**config.mk**
```make
export PLATFORM = sky130hd
export DESIGN_NAME = snes_frame_sync_ctrl_flat
export DESIGN_NICKNAME = d
export VERILOG_FILES = /design/src/rtl/snes_frame_sync_ctrl_pkg.sv /design/src/rtl/snes_frame_sync_ctrl_if.sv /design/src/rtl/snes_frame_sync_ctrl_sync_rise_det.sv /design/src/rtl/snes_frame_sync_ctrl.sv /design/src/flat_wrapper.sv
export SDC_FILE = /design/constraint.sdc
export NUM_CORES = 1
export LEC_CHECK = 0
export CELL_PAD_IN_SITES_DETAIL_PLACEMENT = 1
export CELL_PAD_IN_SITES_GLOBAL_PLACEMENT = 2
export CORE_AREA = 2 2 90 92
export CTS_CLUSTER_DIAMETER = 60
export DETAILED_ROUTE_END_ITERATION = 6
export DIE_AREA = 0 0 92 94
export DONT_BUFFER_PORTS = 1
export PLACE_DENSITY_LB_ADDON = 0.1
export SLEW_MARGIN = 20
export SYNTH_ARGS = -nofsm -noshare
export SYNTH_HDL_FRONTEND = slang
export SYNTH_SLANG_ARGS = --single-unit
export TNS_END_PERCENT = 50
```
**constraint.sdc**
```tcl
create_clock -name clk -period 2.8 [get_ports clk]
set_input_delay 0.56 -clock clk [delete_from_list [all_inputs] [get_ports clk]]
set_output_delay 0.56 -clock clk [all_outputs]
set_load 0.01 [all_outputs]
```
**src/rtl/snes_frame_sync_ctrl_pkg.sv**
```systemverilog
// Shared types and defaults for the SNES-to-HDMI frame alignment logic.
// The line constants match the ones the HDMI converter uses.
package snes_frame_sync_ctrl_pkg;

    localparam int         PAUSE_W        = 20;
    localparam logic [7:0] DEF_SYNC_LINE  = 8'd2;
    localparam logic [7:0] DEF_REARM_LINE = 8'd200;

    typedef enum logic [1:0] {
        ARMED  = 2'd0,
        PAUSED = 2'd1,
        DONE   = 2'd2
    } sync_state_e;

    // Increment that sticks at lim instead of wrapping.
    function automatic logic [PAUSE_W-1:0] sat_inc(input logic [PAUSE_W-1:0] v,
                                                   input logic [PAUSE_W-1:0] lim);
        return (v >= lim) ? lim : v + PAUSE_W'(1);
    endfunction

endpackage

```
**src/rtl/snes_frame_sync_ctrl_if.sv**
```systemverilog
// Core-side pause/status bundle of the frame sync controller.
// The master side is the controller; the slave side is the SNES core / debug overlay.
interface snes_frame_sync_ctrl_if;
    import snes_frame_sync_ctrl_pkg::*;

    logic               enable;
    logic [8:0]         ys;
    logic               snes_refresh;
    logic               hdmi_first_line;
    logic               pause_snes_for_frame_sync;
    logic               sync_locked;
    logic               timeout_err;
    logic [PAUSE_W-1:0] pause_cycles;
    logic               pause_valid;

    modport master (
        input  enable, ys, snes_refresh, hdmi_first_line,
        output pause_snes_for_frame_sync, sync_locked, timeout_err, pause_cycles, pause_valid
    );

    modport slave (
        output enable, ys, snes_refresh, hdmi_first_line,
        input  pause_snes_for_frame_sync, sync_locked, timeout_err, pause_cycles, pause_valid
    );

endinterface

```
**src/rtl/snes_frame_sync_ctrl_sync_rise_det.sv**
```systemverilog
// Level synchronizer for a clk_pixel signal followed by a registered rising-edge pulse.
// Pulse appears STAGES+1 clk after the input transition.
module sync_rise_det #(
    parameter int STAGES = 2
) (
    input  logic clk,
    input  logic reset,
    input  logic async_in,
    output logic rise
);

    logic [STAGES-1:0] sync_q, sync_d;
    logic              prev_q, prev_d;
    logic              rise_q, rise_d;

    always_comb begin
        sync_d = {sync_q[STAGES-2:0], async_in};
        prev_d = sync_q[STAGES-1];
        rise_d = sync_q[STAGES-1] & ~prev_q;
    end

    always_ff @(posedge clk) begin
        if (reset) begin
            sync_q <= '0;
            prev_q <= 1'b0;
            rise_q <= 1'b0;
        end else begin
            sync_q <= sync_d;
            prev_q <= prev_d;
            rise_q <= rise_d;
        end
    end

    assign rise = rise_q;

endmodule

```
**src/rtl/snes_frame_sync_ctrl.sv**
```systemverilog
// Stalls the SNES core once per frame on the refresh slot of SYNC_LINE and releases it on the
// HDMI first-active-line rise (or a timeout), reporting lock status and measured pause length.
module snes_frame_sync_ctrl
    import snes_frame_sync_ctrl_pkg::*;
#(
    parameter logic [7:0]         SYNC_LINE      = DEF_SYNC_LINE,
    parameter logic [7:0]         REARM_LINE     = DEF_REARM_LINE,
    parameter logic [PAUSE_W-1:0] TIMEOUT_CYCLES = 20'd900000,
    parameter logic [3:0]         LOCK_FRAMES    = 4'd4,
    parameter int                 SYNC_STAGES    = 2
) (
    input logic                    clk,
    input logic                    reset,
    snes_frame_sync_ctrl_if.master bus
);

    sync_state_e        state_q, state_d;
    logic [PAUSE_W-1:0] cnt_q, cnt_d;
    logic [PAUSE_W-1:0] pcyc_q, pcyc_d;
    logic [3:0]         lock_q, lock_d;
    logic               pause_q, pause_d;
    logic               locked_q, locked_d;
    logic               terr_q, terr_d;
    logic               pvalid_q, pvalid_d;
    logic               hdmi_rise;
    logic               unused_ys_field;

    assign unused_ys_field = bus.ys[8];

    sync_rise_det #(.STAGES(SYNC_STAGES)) u_hdmi_rise (
        .clk      (clk),
        .reset    (reset),
        .async_in (bus.hdmi_first_line),
        .rise     (hdmi_rise)
    );

    // cnt_q is zero only in the entry cycle of PAUSED, so a rise there is ignored.
    // pause_cycles counts the cycles the pause output was high, including the release cycle.
    always_comb begin
        state_d  = state_q;
        cnt_d    = cnt_q;
        pcyc_d   = pcyc_q;
        lock_d   = lock_q;
        pause_d  = pause_q;
        terr_d   = terr_q;
        pvalid_d = 1'b0;
        if (!bus.enable) begin
            state_d = ARMED;
            pause_d = 1'b0;
        end else begin
            case (state_q)
                ARMED: begin
                    if (bus.ys[7:0] == SYNC_LINE && bus.snes_refresh) begin
                        state_d = PAUSED;
                        pause_d = 1'b1;
                        cnt_d   = '0;
                    end
                end
                PAUSED: begin
                    cnt_d = sat_inc(cnt_q, TIMEOUT_CYCLES);
                    if (hdmi_rise && cnt_q != '0) begin
                        state_d  = DONE;
                        pause_d  = 1'b0;
                        pcyc_d   = sat_inc(cnt_q, TIMEOUT_CYCLES);
                        pvalid_d = 1'b1;
                        if (lock_q < LOCK_FRAMES) lock_d = lock_q + 4'd1;
                    end else if (cnt_q == TIMEOUT_CYCLES - PAUSE_W'(1)) begin
                        state_d  = DONE;
                        pause_d  = 1'b0;
                        pcyc_d   = TIMEOUT_CYCLES;
                        pvalid_d = 1'b1;
                        terr_d   = 1'b1;
                        lock_d   = '0;
                    end
                end
                DONE: begin
                    if (bus.ys[7:0] == REARM_LINE) state_d = ARMED;
                end
                default: begin
                    state_d = ARMED;
                    pause_d = 1'b0;
                end
            endcase
        end
        locked_d = (lock_d == LOCK_FRAMES);
    end

    always_ff @(posedge clk) begin
        if (reset) begin
            state_q  <= ARMED;
            cnt_q    <= '0;
            pcyc_q   <= '0;
            lock_q   <= '0;
            pause_q  <= 1'b0;
            locked_q <= 1'b0;
            terr_q   <= 1'b0;
            pvalid_q <= 1'b0;
        end else begin
            state_q  <= state_d;
            cnt_q    <= cnt_d;
            pcyc_q   <= pcyc_d;
            lock_q   <= lock_d;
            pause_q  <= pause_d;
            locked_q <= locked_d;
            terr_q   <= terr_d;
            pvalid_q <= pvalid_d;
        end
    end

    assign bus.pause_snes_for_frame_sync = pause_q;
    assign bus.sync_locked               = locked_q;
    assign bus.timeout_err               = terr_q;
    assign bus.pause_cycles              = pcyc_q;
    assign bus.pause_valid               = pvalid_q;

endmodule
```
**src/flat_wrapper.sv**
```systemverilog
// flat-port wrapper written by rule: the top's interface ports become plain ports
module snes_frame_sync_ctrl_flat import snes_frame_sync_ctrl_pkg::*;
#(
    parameter logic [7:0]         SYNC_LINE      = DEF_SYNC_LINE,
    parameter logic [7:0]         REARM_LINE     = DEF_REARM_LINE,
    parameter logic [PAUSE_W-1:0] TIMEOUT_CYCLES = 20'd900000,
    parameter logic [3:0]         LOCK_FRAMES    = 4'd4,
    parameter int                 SYNC_STAGES    = 2
)
  (clk, reset, bus_enable, bus_ys, bus_snes_refresh, bus_hdmi_first_line, bus_pause_snes_for_frame_sync, bus_sync_locked, bus_timeout_err, bus_pause_cycles, bus_pause_valid);
  snes_frame_sync_ctrl_if bus_i ();
  input logic clk;
  input logic reset;
  input wire logic [$bits(bus_i.enable)-1:0] bus_enable;
  input wire logic [$bits(bus_i.ys)-1:0] bus_ys;
  input wire logic [$bits(bus_i.snes_refresh)-1:0] bus_snes_refresh;
  input wire logic [$bits(bus_i.hdmi_first_line)-1:0] bus_hdmi_first_line;
  output wire logic [$bits(bus_i.pause_snes_for_frame_sync)-1:0] bus_pause_snes_for_frame_sync;
  output wire logic [$bits(bus_i.sync_locked)-1:0] bus_sync_locked;
  output wire logic [$bits(bus_i.timeout_err)-1:0] bus_timeout_err;
  output wire logic [$bits(bus_i.pause_cycles)-1:0] bus_pause_cycles;
  output wire logic [$bits(bus_i.pause_valid)-1:0] bus_pause_valid;
  assign bus_i.enable = bus_enable;
  assign bus_i.ys = bus_ys;
  assign bus_i.snes_refresh = bus_snes_refresh;
  assign bus_i.hdmi_first_line = bus_hdmi_first_line;
  assign bus_pause_snes_for_frame_sync = bus_i.pause_snes_for_frame_sync;
  assign bus_sync_locked = bus_i.sync_locked;
  assign bus_timeout_err = bus_i.timeout_err;
  assign bus_pause_cycles = bus_i.pause_cycles;
  assign bus_pause_valid = bus_i.pause_valid;
  snes_frame_sync_ctrl #(.SYNC_LINE(SYNC_LINE), .REARM_LINE(REARM_LINE), .TIMEOUT_CYCLES(TIMEOUT_CYCLES), .LOCK_FRAMES(LOCK_FRAMES), .SYNC_STAGES(SYNC_STAGES)) u_core (.clk(clk), .reset(reset), .bus(bus_i));
endmodule
```
==> summary.md, run 1 <==
| Metric | Value |
|---|---|
| Xor-xnor portion of the synthesized cell area | 4.45% |
| GP Congestion | 0.803 |
| Antenna-violating nets left | 0 |
| Antenna fix cells | 0 |
| Post-CTS setup buffer count | 0 |
| Switch Pwr | 0.281 mW |
| Number of enable flip-flop cells after synthesis | 0 |
| Detailed-router iteration count before antenna repair | 4 |
| Start-to-end type of the worst setup path | register to register |
| DR vias/cell | 5.77 |
| Maximum vdd ir drop | 0.000173 V |
| Proportion of netlist area held by the largest area contributor | 39.2% |
| Share of synthesized cell area in full adder, half adder and majority cells | 1.36% |
| Max transition margin | 34.5% |
| Count of filler cells inserted in the layout | 909 |
| Overall power of the completed layout | 1.29 mW |
| Detailed Route WL | 8090 µm |
| Global-route usage over all layers | 20.0% |
| Area taken by flip-flops and latches | 1080 µm² |
| Maximum clock frequency | 433 MHz |
| Remaining design rule violation count | 0 |
| Clock tree sinks | 54 |
| IO Port Bufs | 0 |
| Part of the total power dissipated in sequential elements | 60.0% |
| Simple-gate share of the synthesized area | 24.9% |
| Type of the most critical hold path | input port to register |
| Portion of total power attributed to combinational logic | 2.2% |
| Detail-routed net length per standard cell | 18.6 µm |
| CTS clock-pin slew for the worst setup and hold paths | 0.10 ns |
| Horiz. Die Dim | 92 µm |
| Distinct cell type count after synthesis | 57 |
| Power per unit of standard cell area | 438 nW/µm² |
| Starting DRC count in detailed routing | 80 |
| Share of final-layout standard cells stronger than drive strength 1 | 8.73% |
| Share of the synthesized area in compound gates (AO/OA/AOI/OAI) | 23.2% |
| Initial core utilization | 36.2% |
| CTS buffer count | 5 |
| Share of async-settable or async-resettable flops after synthesis | 0% |
| Worst Path Arrival | 2.52 ns |
| Crit share post-route | 82.5% |
| Source-to-sink clock delay at the later pin of the worst-skew pair | 0.31 ns |
| Master cell of the clock root buffer | sky130_fd_sc_hd__clkbuf_8 |
| Syn Inst Count | 335 |
| Setup violations, final | 0 |
| Internal power of the cells | 1.01 mW |
| Nets | 348 |
| Total count of hold-check failures in the final report | 0 |
| Yosys warning count | 0 |
| Synthesis-stage register bit count | 54 |
| Final HPWL from detailed placement | 5980 µm |
| Height of the die | 94 µm |
| TritonCTS clock tree | done |
| Deepest level of the CTS H-tree | 2 |
| Number of I/O pins | 38 |
| Vias in the first global route | 2,523 |
| Combinational family with the most area after synthesis | simple AND/OR/NAND/NOR gates |
| Data required time at the worst endpoint | 3.01 ns |
| Number of buffers on the longest clock path | 2 |
| Sequential cell area fraction in the yosys report | 39.2% |
| Max-Cap Viols | 0 |
| Layout area overhead | 6.99% |
| Actual transition at the worst max-transition pin | 0.983 ns |
| Maximum number of pins on one net before global-route repair | 36 |
| Min-Delay Path Depth | 1 |
| Wire length of the first global-routing pass | 13,400 µm |
| Setup TNS Final | 0 ns |
| Switching share of total power | 21.8% |
| Antenna violations before repair | 0 |
| Result of the run | completed |
| Post-Synthesis Net Count | 352 |
| Number of vias in the routed layout | 2,503 |
| Proportion of synthesized area in mux cells | 0% |
| Clock group share of total power | 37.8% |
| Type of element launching the critical path | register |
| Setup repair after global routing missed its margin | false |
| Predominant post-synthesis flop cell | sky130_fd_sc_hd__dfxtp_1 |
| Summed instance area of the synthesized netlist | 2760 µm² |
| Ranking of synthesized cells by area | sky130_fd_sc_hd__dfxtp_1 39%, sky130_fd_sc_hd__nand2_1 4.4%, sky130_fd_sc_hd__a21oi_1 3.8%, sky130_fd_sc_hd__o21ai_0 3.8%, sky130_fd_sc_hd__xnor2_1 3.2% |
| Time the final worst path needs with I/O delays and setup | 2.31 ns |
| Cts-stage hold buffer count | 0 |
| Yosys top cell by area | sky130_fd_sc_hd__dfxtp_1 |
| Leak Pwr | 0.974 nW |
| Average instance area after synthesis | 8.23 µm² |
| Floorplan Core Area | 7610 µm² |
| Endpoint kind of the worst setup timing path | register |
| Number of rows in the core area | 32 |
| Die area | 8650 µm² |
| Number of pins exceeding their max-slew limit in the final report | 0 |
| Global-route congestion overflow total | 0 |
| Post-cts gate resize count | 0 |
| Final worst clock skew | 0.00336 ns |
| Area of the multi-input gates | 1490 µm² |
| Largest driver fanout on the critical path | 5 |
| Number of cells traversed by the worst register-to-register path | 8 |
per-layer routing:
layer | part of all wire [%] | up-vias | track usage (%) | wire [µm]
li1 | - | 1215 | - | -
met1 | 48 | 1244 | 26.9 | 3900
met2 | 48 | 37 | 33.8 | 3860
met3 | 3.1 | 7 | 3.13 | 254
met4 | 1.0 | 0 | 4.48 | 83
met5 | 0 | - | 0 | 0
kinds of logic (layout without fill, tap and decap cells):
group	after synthesis	count (layout)
fa+ha+maj	3	3
xor+xnor	14	14
simple gates	127	127
buf+inv	43	40
flops	54	54
compound gates	94	94
per-stage QoR:
step	hold slack (ns)	area, µm²	instances	worst slack [ns]	util, %
after detailed placement	0.387	2840	426	0.509	37.4
after floorplan	0.367	2760	335	0.735	-
after global routing	0.289	2950	434	0.275	38.8
after CTS	0.297	2950	434	0.482	38.8
final	0.307	2950	434	0.491	38.8
after global placement	0.375	2840	426	0.568	37.4
critical path, stage by stage (launching register included):
cell and delay (ns):
sky130_fd_sc_hd__dfxtp_1 0.36, sky130_fd_sc_hd__inv_1 0.12, sky130_fd_sc_hd__ha_1 0.17, sky130_fd_sc_hd__nor4b_1 0.35, sky130_fd_sc_hd__nand4_1 0.31, sky130_fd_sc_hd__o21ai_1 0.41, sky130_fd_sc_hd__nor3_1 0.11, sky130_fd_sc_hd__buf_4 0.17
sky130_fd_sc_hd__a32o_2 0.21
sequential cells by signal, indices dropped and copies added, names as in the netlist:
name and cells:
u_core.bus.pause_cycles 20, u_core.cnt_q 20, u_core.bus.sync_locked 1, u_core.u_hdmi_rise.sync_q 2, u_core.state_q 2, u_core.bus.pause_snes_for_frame_sync 1
u_core.u_hdmi_rise.prev_q 1, u_core.u_hdmi_rise.rise 1, u_core.lock_q 4, u_core.bus.pause_valid 1, u_core.bus.timeout_err 1
power by group through the flow:
stage               logic [mW]  registers [mW]  clock network [mW]
floorplan               0.0291           0.791                   0
global placement        0.0282           0.792                   0
detailed placement      0.0290           0.792                   0
CTS                     0.0291           0.775               0.513
global route            0.0318           0.775               0.542
finish                  0.0286           0.774               0.488
layout by cell type, fill, tap and decap left out, types with 2 or more instances in the layout:
cell type,count
sky130_fd_sc_hd__a211oi_1,6
sky130_fd_sc_hd__a21o_1,2
sky130_fd_sc_hd__a21oi_1,21
sky130_fd_sc_hd__a221oi_1,5
sky130_fd_sc_hd__a31o_2,2
sky130_fd_sc_hd__a31oi_1,7
sky130_fd_sc_hd__a32o_1,5
sky130_fd_sc_hd__a32oi_1,2
sky130_fd_sc_hd__a41oi_1,3
sky130_fd_sc_hd__and2_1,2
sky130_fd_sc_hd__and3_1,3
sky130_fd_sc_hd__and4_1,2
sky130_fd_sc_hd__buf_4,8
sky130_fd_sc_hd__clkbuf_8,7
sky130_fd_sc_hd__dfxtp_1,54
sky130_fd_sc_hd__ha_1,3
sky130_fd_sc_hd__inv_1,23
sky130_fd_sc_hd__nand2_1,32
sky130_fd_sc_hd__nand3_1,15
sky130_fd_sc_hd__nand4_1,6
sky130_fd_sc_hd__nor2_1,23
sky130_fd_sc_hd__nor2b_1,7
sky130_fd_sc_hd__nor3_1,9
sky130_fd_sc_hd__nor4_1,11
sky130_fd_sc_hd__nor4b_1,3
sky130_fd_sc_hd__o211ai_1,2
sky130_fd_sc_hd__o21a_1,5
sky130_fd_sc_hd__o21ai_0,21
sky130_fd_sc_hd__o32ai_1,4
sky130_fd_sc_hd__or2_2,2
sky130_fd_sc_hd__xnor2_1,10
sky130_fd_sc_hd__xor2_1,4
synth_stat cells (all sizes together) (7+ instances only):
library cell,n
xnor2,10
inv,23
nand3,15
dfxtp,54
nor2,23
nor2b,7
nand2,32
nor3,10
a31oi,7
a21oi,21
o21ai,23
nor4,13
clkbuf,15
worst paths after layout:
path | from | to | slack, ns
worst min register to register | u_core.u_hdmi_rise.prev_q | u_core.u_hdmi_rise.rise | 0.40
worst max-delay path | u_core.cnt_q[0] | u_core.bus.pause_cycles[6] | 0.49
worst max register to register | u_core.cnt_q[0] | u_core.bus.pause_cycles[6] | 0.49
worst min-delay path | reset | u_core.lock_q[2] | 0.31
final cells by class:
cell class | instances | area share (%)
clock buffer | 7 | 3.27
tap | 102 | 4.33
timing repair buffer | 8 | 2.04
inverter | 24 | 3.05
sequential | 54 | 36.7
multi-input combinational | 238 | 50.4
clock inverter | 1 | 0.297
(Power assumes the default switching activity.)
==> inputs of run 2 (changes only) <==
Settings changed: CORE_AREA 2 2 90 92 to 2 2 94 96, DIE_AREA 0 0 92 94 to 0 0 96 98.
Clock period 2.8 ns to 2 ns, I/O delays scaled along.
==> run 2 against run 1 <==
Utilization increased by 2.2 points. Fmax rose by 18%. Critical path depth decreased by 2. Setup slack got worse by 0.45 ns. Clock power grew 63%. Clock-buffer cell count shrank 2. Power up 50%. First-iteration DRC count increased by 15%. Worst hold slack worse by 0.18 ns. Design area increased by 18%. Critical path type unchanged. Critical endpoint is now u_core.bus.pause_cycles[11].
==> summary.md, run 2 (synthesis results as in run 1) <==
| Metric | Value |
|---|---|
| Final worst clock skew | 0.0108 ns |
| Horiz. Die Dim | 96 µm |
| Hold Path End | u_core.lock_q[0] |
| Starting DRC count in detailed routing | 92 |
| Overall power of the completed layout | 1.93 mW |
| HP Start | reset |
| Setup repair after global routing missed its margin | true |
| Layout area overhead | 25.8% |
| Wire length of the first global-routing pass | 14,300 µm |
| Crit share post-route | 98.1% |
| Total count of hold-check failures in the final report | 0 |
| TritonCTS clock tree | done |
| Largest driver fanout on the critical path | 8 |
| Most frequent standard cell in the layout excluding fill and tap cells | sky130_fd_sc_hd__buf_4 |
| Data required time at the worst endpoint | 2.23 ns |
| Worst hold slack | 0.126 ns |
| Initial core utilization | 32.6% |
| Antenna fix cells | 0 |
| Floorplan Core Area | 8470 µm² |
| Max transition margin | 68.5% |
| Cell area after placement | 3170 µm² |
| Remaining design rule violation count | 0 |
| Detail-routed net length per standard cell | 18.5 µm |
| Die area | 9410 µm² |
| Global-route congestion overflow total | 0 |
| Share of final-layout standard cells stronger than drive strength 1 | 25.2% |
| Most frequent cells in the layout | 53 x sky130_fd_sc_hd__buf_4, 51 x sky130_fd_sc_hd__dfxtp_1, 31 x sky130_fd_sc_hd__nand2_1 |
| Endpoint kind of the worst setup timing path | register |
| Placed cells | 474 |
| IO Port Bufs | 0 |
| GP Congestion | 0.761 |
| Final cell area excluding filler cells | 3470 µm² |
| Count of filler cells inserted in the layout | 1,023 |
| Start of the worst register-to-register path | u_core.cnt_q[5] |
| Nets | 397 |
| Worst Path Arrival | 2.19 ns |
| Leak Pwr | 1.26 nW |
| Deepest level of the CTS H-tree | 2 |
| Number of I/O pins | 38 |
| Source-to-sink clock delay at the later pin of the worst-skew pair | 0.33 ns |
| Min-Delay Path Depth | 1 |
| Maximum vdd ir drop | 0.000270 V |
| Power per unit of standard cell area | 557 nW/µm² |
| Vias in the first global route | 2,700 |
| Antenna violations before repair | 0 |
| Worst reg-to-reg setup slack | 0.04 ns |
| Final HPWL from detailed placement | 6520 µm |
| Max-Cap Viols | 0 |
| Result of the run | completed |
| Number of rows in the core area | 34 |
| CTS buffer count | 5 |
| Type of element launching the critical path | register |
| Detailed Route WL | 9030 µm |
| CTS clock-pin slew for the worst setup and hold paths | 0.11 ns |
| Number of cells traversed by the worst register-to-register path | 6 |
| Number of pins exceeding their max-slew limit in the final report | 0 |
| Detailed-router iteration count before antenna repair | 6 |
| R2R Path End | u_core.bus.pause_cycles[11] |
| Number of vias in the routed layout | 2,667 |
| Final non-filler cell total | 489 |
| Start-to-end type of the worst setup path | register to register |
| Actual transition at the worst max-transition pin | 0.469 ns |
| Time the final worst path needs with I/O delays and setup | 1.96 ns |
| Antenna-violating nets left | 0 |
| Master cell of the clock root buffer | sky130_fd_sc_hd__clkbuf_8 |
| Height of the die | 98 µm |
| Maximum number of pins on one net before global-route repair | 36 |
| DR vias/cell | 5.45 |
| Maximum clock frequency | 510 MHz |
| Number of buffers on the longest clock path | 2 |
| Setup violations, final | 0 |
| Cts-stage hold buffer count | 0 |
| Type of the most critical hold path | input port to register |
| Global-route usage over all layers | 19.6% |
| Clock tree sinks | 54 |
## run 2: cell count changes in the layout (fill, tap and decap cells not counted), sizes merged
cell	before	now
a31o	2	3
and2	3	4
inv	23	24
buf	8	55
clkbuf	7	5
clkinv	2	1
bufinv	0	1
clkinvlp	0	1
## run 2: where the power goes
part | internal [mW] | switching [mW]
sequential | 1.08 | 0.00252
combinational | 0.0254 | 0.0292
clock | 0.382 | 0.413
total | 1.49 | 0.445
## run 2: layout make-up
cell class	count	area (µm²)	share of cell area, %
clock buffers	5	68.8	1.98
clock inverters	3	48.8	1.41
inverters	24	90.1	2.60
multi-input cells	240	1620	46.7
flip-flops and latches	54	1080	31.3
well taps	108	135	3.90
repair buffers	55	420	12.1
## run 2: worst max-delay path by stage
stage / slack [ns] / cells past startpoint / endpoint / start
2_1_floorplan: 0.007 / 8 / u_core.bus.pause_cycles[6] / u_core.cnt_q[6]
3_5_place_dp: -0.07 / 8 / u_core.bus.pause_cycles[4] / u_core.cnt_q[0]
3_3_place_gp: -0.009 / 8 / u_core.bus.pause_cycles[4] / u_core.cnt_q[0]
4_1_cts: 0.0008 / 7 / u_core.bus.pause_cycles[13] / u_core.cnt_q[5]
6_report: 0.04 / 6 / u_core.bus.pause_cycles[11] / u_core.cnt_q[5]
5_1_grt: -0.02 / 6 / u_core.bus.pause_cycles[11] / u_core.cnt_q[5]
## run 2: what timing repair did
| item | in CTS | in global routing |
|---|---|---|
| pin swaps | 0 | 11 |
| resized for setup | 2 | 26 |
| cloned | 0 | 2 |
| setup buffers | 0 | 5 |
| endpoints found under the setup margin | 21 | 30 |
## run 2: worst max-delay path, cell delays in order (launching register included)
cell and delay (ns):
sky130_fd_sc_hd__dfxtp_2 0.36, sky130_fd_sc_hd__or4_4 0.53, sky130_fd_sc_hd__buf_4 0.16, sky130_fd_sc_hd__nor3_4 0.14
sky130_fd_sc_hd__nand3_2 0.13, sky130_fd_sc_hd__and2_4 0.25, sky130_fd_sc_hd__a221oi_2 0.30
## run 2: metal layers
metal	global-route usage, %	wire, µm	vias up
li1	-	-	1325
met1	27.6	4520	1303
met2	31.5	4220	33
met3	2.70	211	6
met4	4.29	79	0
met5	0	0	-
## run 2: through the flow
stage                     util, %  TNS [ns]  setup WS, ns
after CTS                    38.9         0      0.000831
final                        41.0         0        0.0388
after floorplan                 -         0       0.00700
after detailed placement     37.4    -0.699       -0.0742
after global placement       37.4   -0.0360      -0.00912
after global routing         41.0   -0.0429       -0.0241
==> inputs of run 3 (changes only) <==
==> constraint.sdc (replaced) <==
create_clock -name clk -period 2 [get_ports clk]
set_input_delay 0.2 -clock clk [delete_from_list [all_inputs] [get_ports clk]]
set_output_delay 0.2 -clock clk [all_outputs]
set_load 0.01 [all_outputs]
==> run 3 against run 2 <==
The flow now finishes with violations (negative setup slack). Design area fell by 1.2%. Clock power rose by 3.1%. Die area did not move. Non-clock buffer count fell by 2. Power rose by 1.9%. Clock skew fell by 0.0037 ns. Global-route usage rose by 0.53 points. Register-to-register slack got worse by 0.06 ns.
==> summary.md, run 3 (synthesis results as in run 1) <==
| Metric | Value |
|---|---|
| Share of final-layout standard cells stronger than drive strength 1 | 24.6% |
| TritonCTS clock tree | done |
| Die area | 9410 µm² |
| Endpoint kind of the worst setup timing path | register |
| Max transition margin | 71.1% |
| Most frequent cells in the layout | 51 x sky130_fd_sc_hd__buf_4, 50 x sky130_fd_sc_hd__dfxtp_1, 31 x sky130_fd_sc_hd__nand2_1 |
| DR vias/cell | 5.45 |
| Buf/Inv on CP | 0 |
| Source-to-sink clock delay at the later pin of the worst-skew pair | 0.32 ns |
| Overall power of the completed layout | 1.97 mW |
| Nets | 394 |
| Leak Pwr | 1.24 nW |
| Maximum vdd ir drop | 0.000252 V |
| Critical path's largest stage delay | 0.56 ns |
| Type of the most critical hold path | input port to register |
| Result of the run | finished, violations left |
| Total count of hold-check failures in the final report | 0 |
| Starting DRC count in detailed routing | 137 |
| Floorplan Core Area | 8470 µm² |
| Largest delay share family, worst path | simple AND/OR/NAND/NOR gates |
| Number of I/O pins | 38 |
| Antenna-violating nets left | 0 |
| CTS buffer count | 5 |
| Time the final worst path needs with I/O delays and setup | 2.02 ns |
| Final cell area excluding filler cells | 3430 µm² |
| Slowest library cell on the worst path | sky130_fd_sc_hd__or4_4 |
| Number of vias in the routed layout | 2,651 |
| Setup WS pre-CTS | 0.00357 ns |
| Most frequent standard cell in the layout excluding fill and tap cells | sky130_fd_sc_hd__buf_4 |
| Detail-routed net length per standard cell | 18.7 µm |
| Largest driver fanout on the critical path | 7 |
| Number of buffers on the longest clock path | 2 |
| Wire length of the first global-routing pass | 14,700 µm |
| IO Port Bufs | 0 |
| Cell area after placement | 3170 µm² |
| Horiz. Die Dim | 96 µm |
| Initial core utilization | 32.6% |
| Remaining design rule violation count | 0 |
| Actual transition at the worst max-transition pin | 0.433 ns |
| Data required time at the worst endpoint | 2.27 ns |
| Deepest level of the CTS H-tree | 2 |
| Power per unit of standard cell area | 575 nW/µm² |
| Max-Cap Viols | 0 |
| Area of the multi-input gates | 1580 µm² |
| Violations in the final reports | negative setup slack |
| Global-route usage over all layers | 20.1% |
| Start-to-end type of the worst setup path | register to register |
| Maximum clock frequency | 495 MHz |
| Number of pins exceeding their max-slew limit in the final report | 0 |
| Layout area overhead | 24.3% |
| Crit share post-route | 101% |
| Master cell of the clock root buffer | sky130_fd_sc_hd__clkbuf_8 |
| Antenna fix cells | 0 |
| Detailed Route WL | 9100 µm |
| Type of element launching the critical path | register |
| Slack of the critical path | -0.0187 ns |
| Crit path cell chain | or4_4, or2_4, o21ai_4, and2_2, a32o_2 |
| Setup TNS Final | -0.0469 ns |
| Maximum number of pins on one net before global-route repair | 28 |
| Final worst clock skew | 0.00708 ns |
| GP Congestion | 0.811 |
| Number of rows in the core area | 34 |
| Detailed-router iteration count before antenna repair | 4 |
| Clock tree sinks | 54 |
| CTS clock-pin slew for the worst setup and hold paths | 0.11 ns |
| Global-route congestion overflow total | 0 |
| Final HPWL from detailed placement | 6670 µm |
| Antenna violations before repair | 0 |
| Count of filler cells inserted in the layout | 1,016 |
| Setup repair after global routing missed its margin | true |
| Setup violations, final | 4 |
| Worst Path Arrival | 2.29 ns |
| Vias in the first global route | 2,703 |
| Area taken by flip-flops and latches | 1090 µm² |
| Height of the die | 98 µm |
## run 3: worst paths after layout
| check | start | to | slack (ns) | cells past startpoint |
|---|---|---|---|---|
| worst max register to register | u_core.cnt_q[14] | u_core.bus.pause_cycles[6] | -0.02 | 5 |
| worst min-delay path | bus_hdmi_first_line | u_core.u_hdmi_rise.sync_q[0] | 0.03 | 1 |
| worst min register to register | u_core.u_hdmi_rise.prev_q | u_core.u_hdmi_rise.rise | 0.39 | 1 |
| worst max-delay path | u_core.cnt_q[14] | u_core.bus.pause_cycles[6] | -0.02 | 5 |
## run 3: power breakdown
part	internal (mW)	leakage, nW	switching [mW]
Clock	0.413	0.0618	0.408
Combinational	0.0273	0.740	0.0397
Sequential	1.08	0.438	0.00211
Total	1.52	1.24	0.449
## run 3: stage by stage
step | utilization, % | cells | hold slack [ns]
6_report | 40.5 | 486 | 0.0267
2_1_floorplan | - | 335 | 0.328
4_1_cts | 39.2 | 483 | 0.0224
3_5_place_dp | 37.4 | 474 | 0.276
3_3_place_gp | 37.4 | 474 | 0.273
5_1_grt | 40.5 | 486 | 0.0163
## run 3: final cells by class
cell class              instances  area share, %
clock buffers                   6           2.41
clock inverters                 2           1.13
inverters                      24           2.63
multi-input cells             239           46.1
flip-flops and latches         54           31.7
well taps                     108           3.94
repair buffers                 53           12.1
## run 3: repair_timing
| item | in CTS | in global routing |
|---|---|---|
| setup endpoints to repair | 3 | 25 |
| cloned | 0 | 1 |
| hold buffers | 1 | 0 |
| gates resized for setup | 2 | 19 |
| pin swaps | 1 | 10 |
| hold endpoints to repair | 27 | 0 |
| setup buffers | 0 | 2 |
## run 3: routing by layer
layer  GRT usage (%)  up-vias  wire, µm  share of wire, %
li1                -     1302         -                 -
met3            2.70        5       232               2.5
met1            28.7     1312      4520                50
met2            32.6       32      4290                47
met5               0        -         0                 0
met4            3.41        0        60              0.66
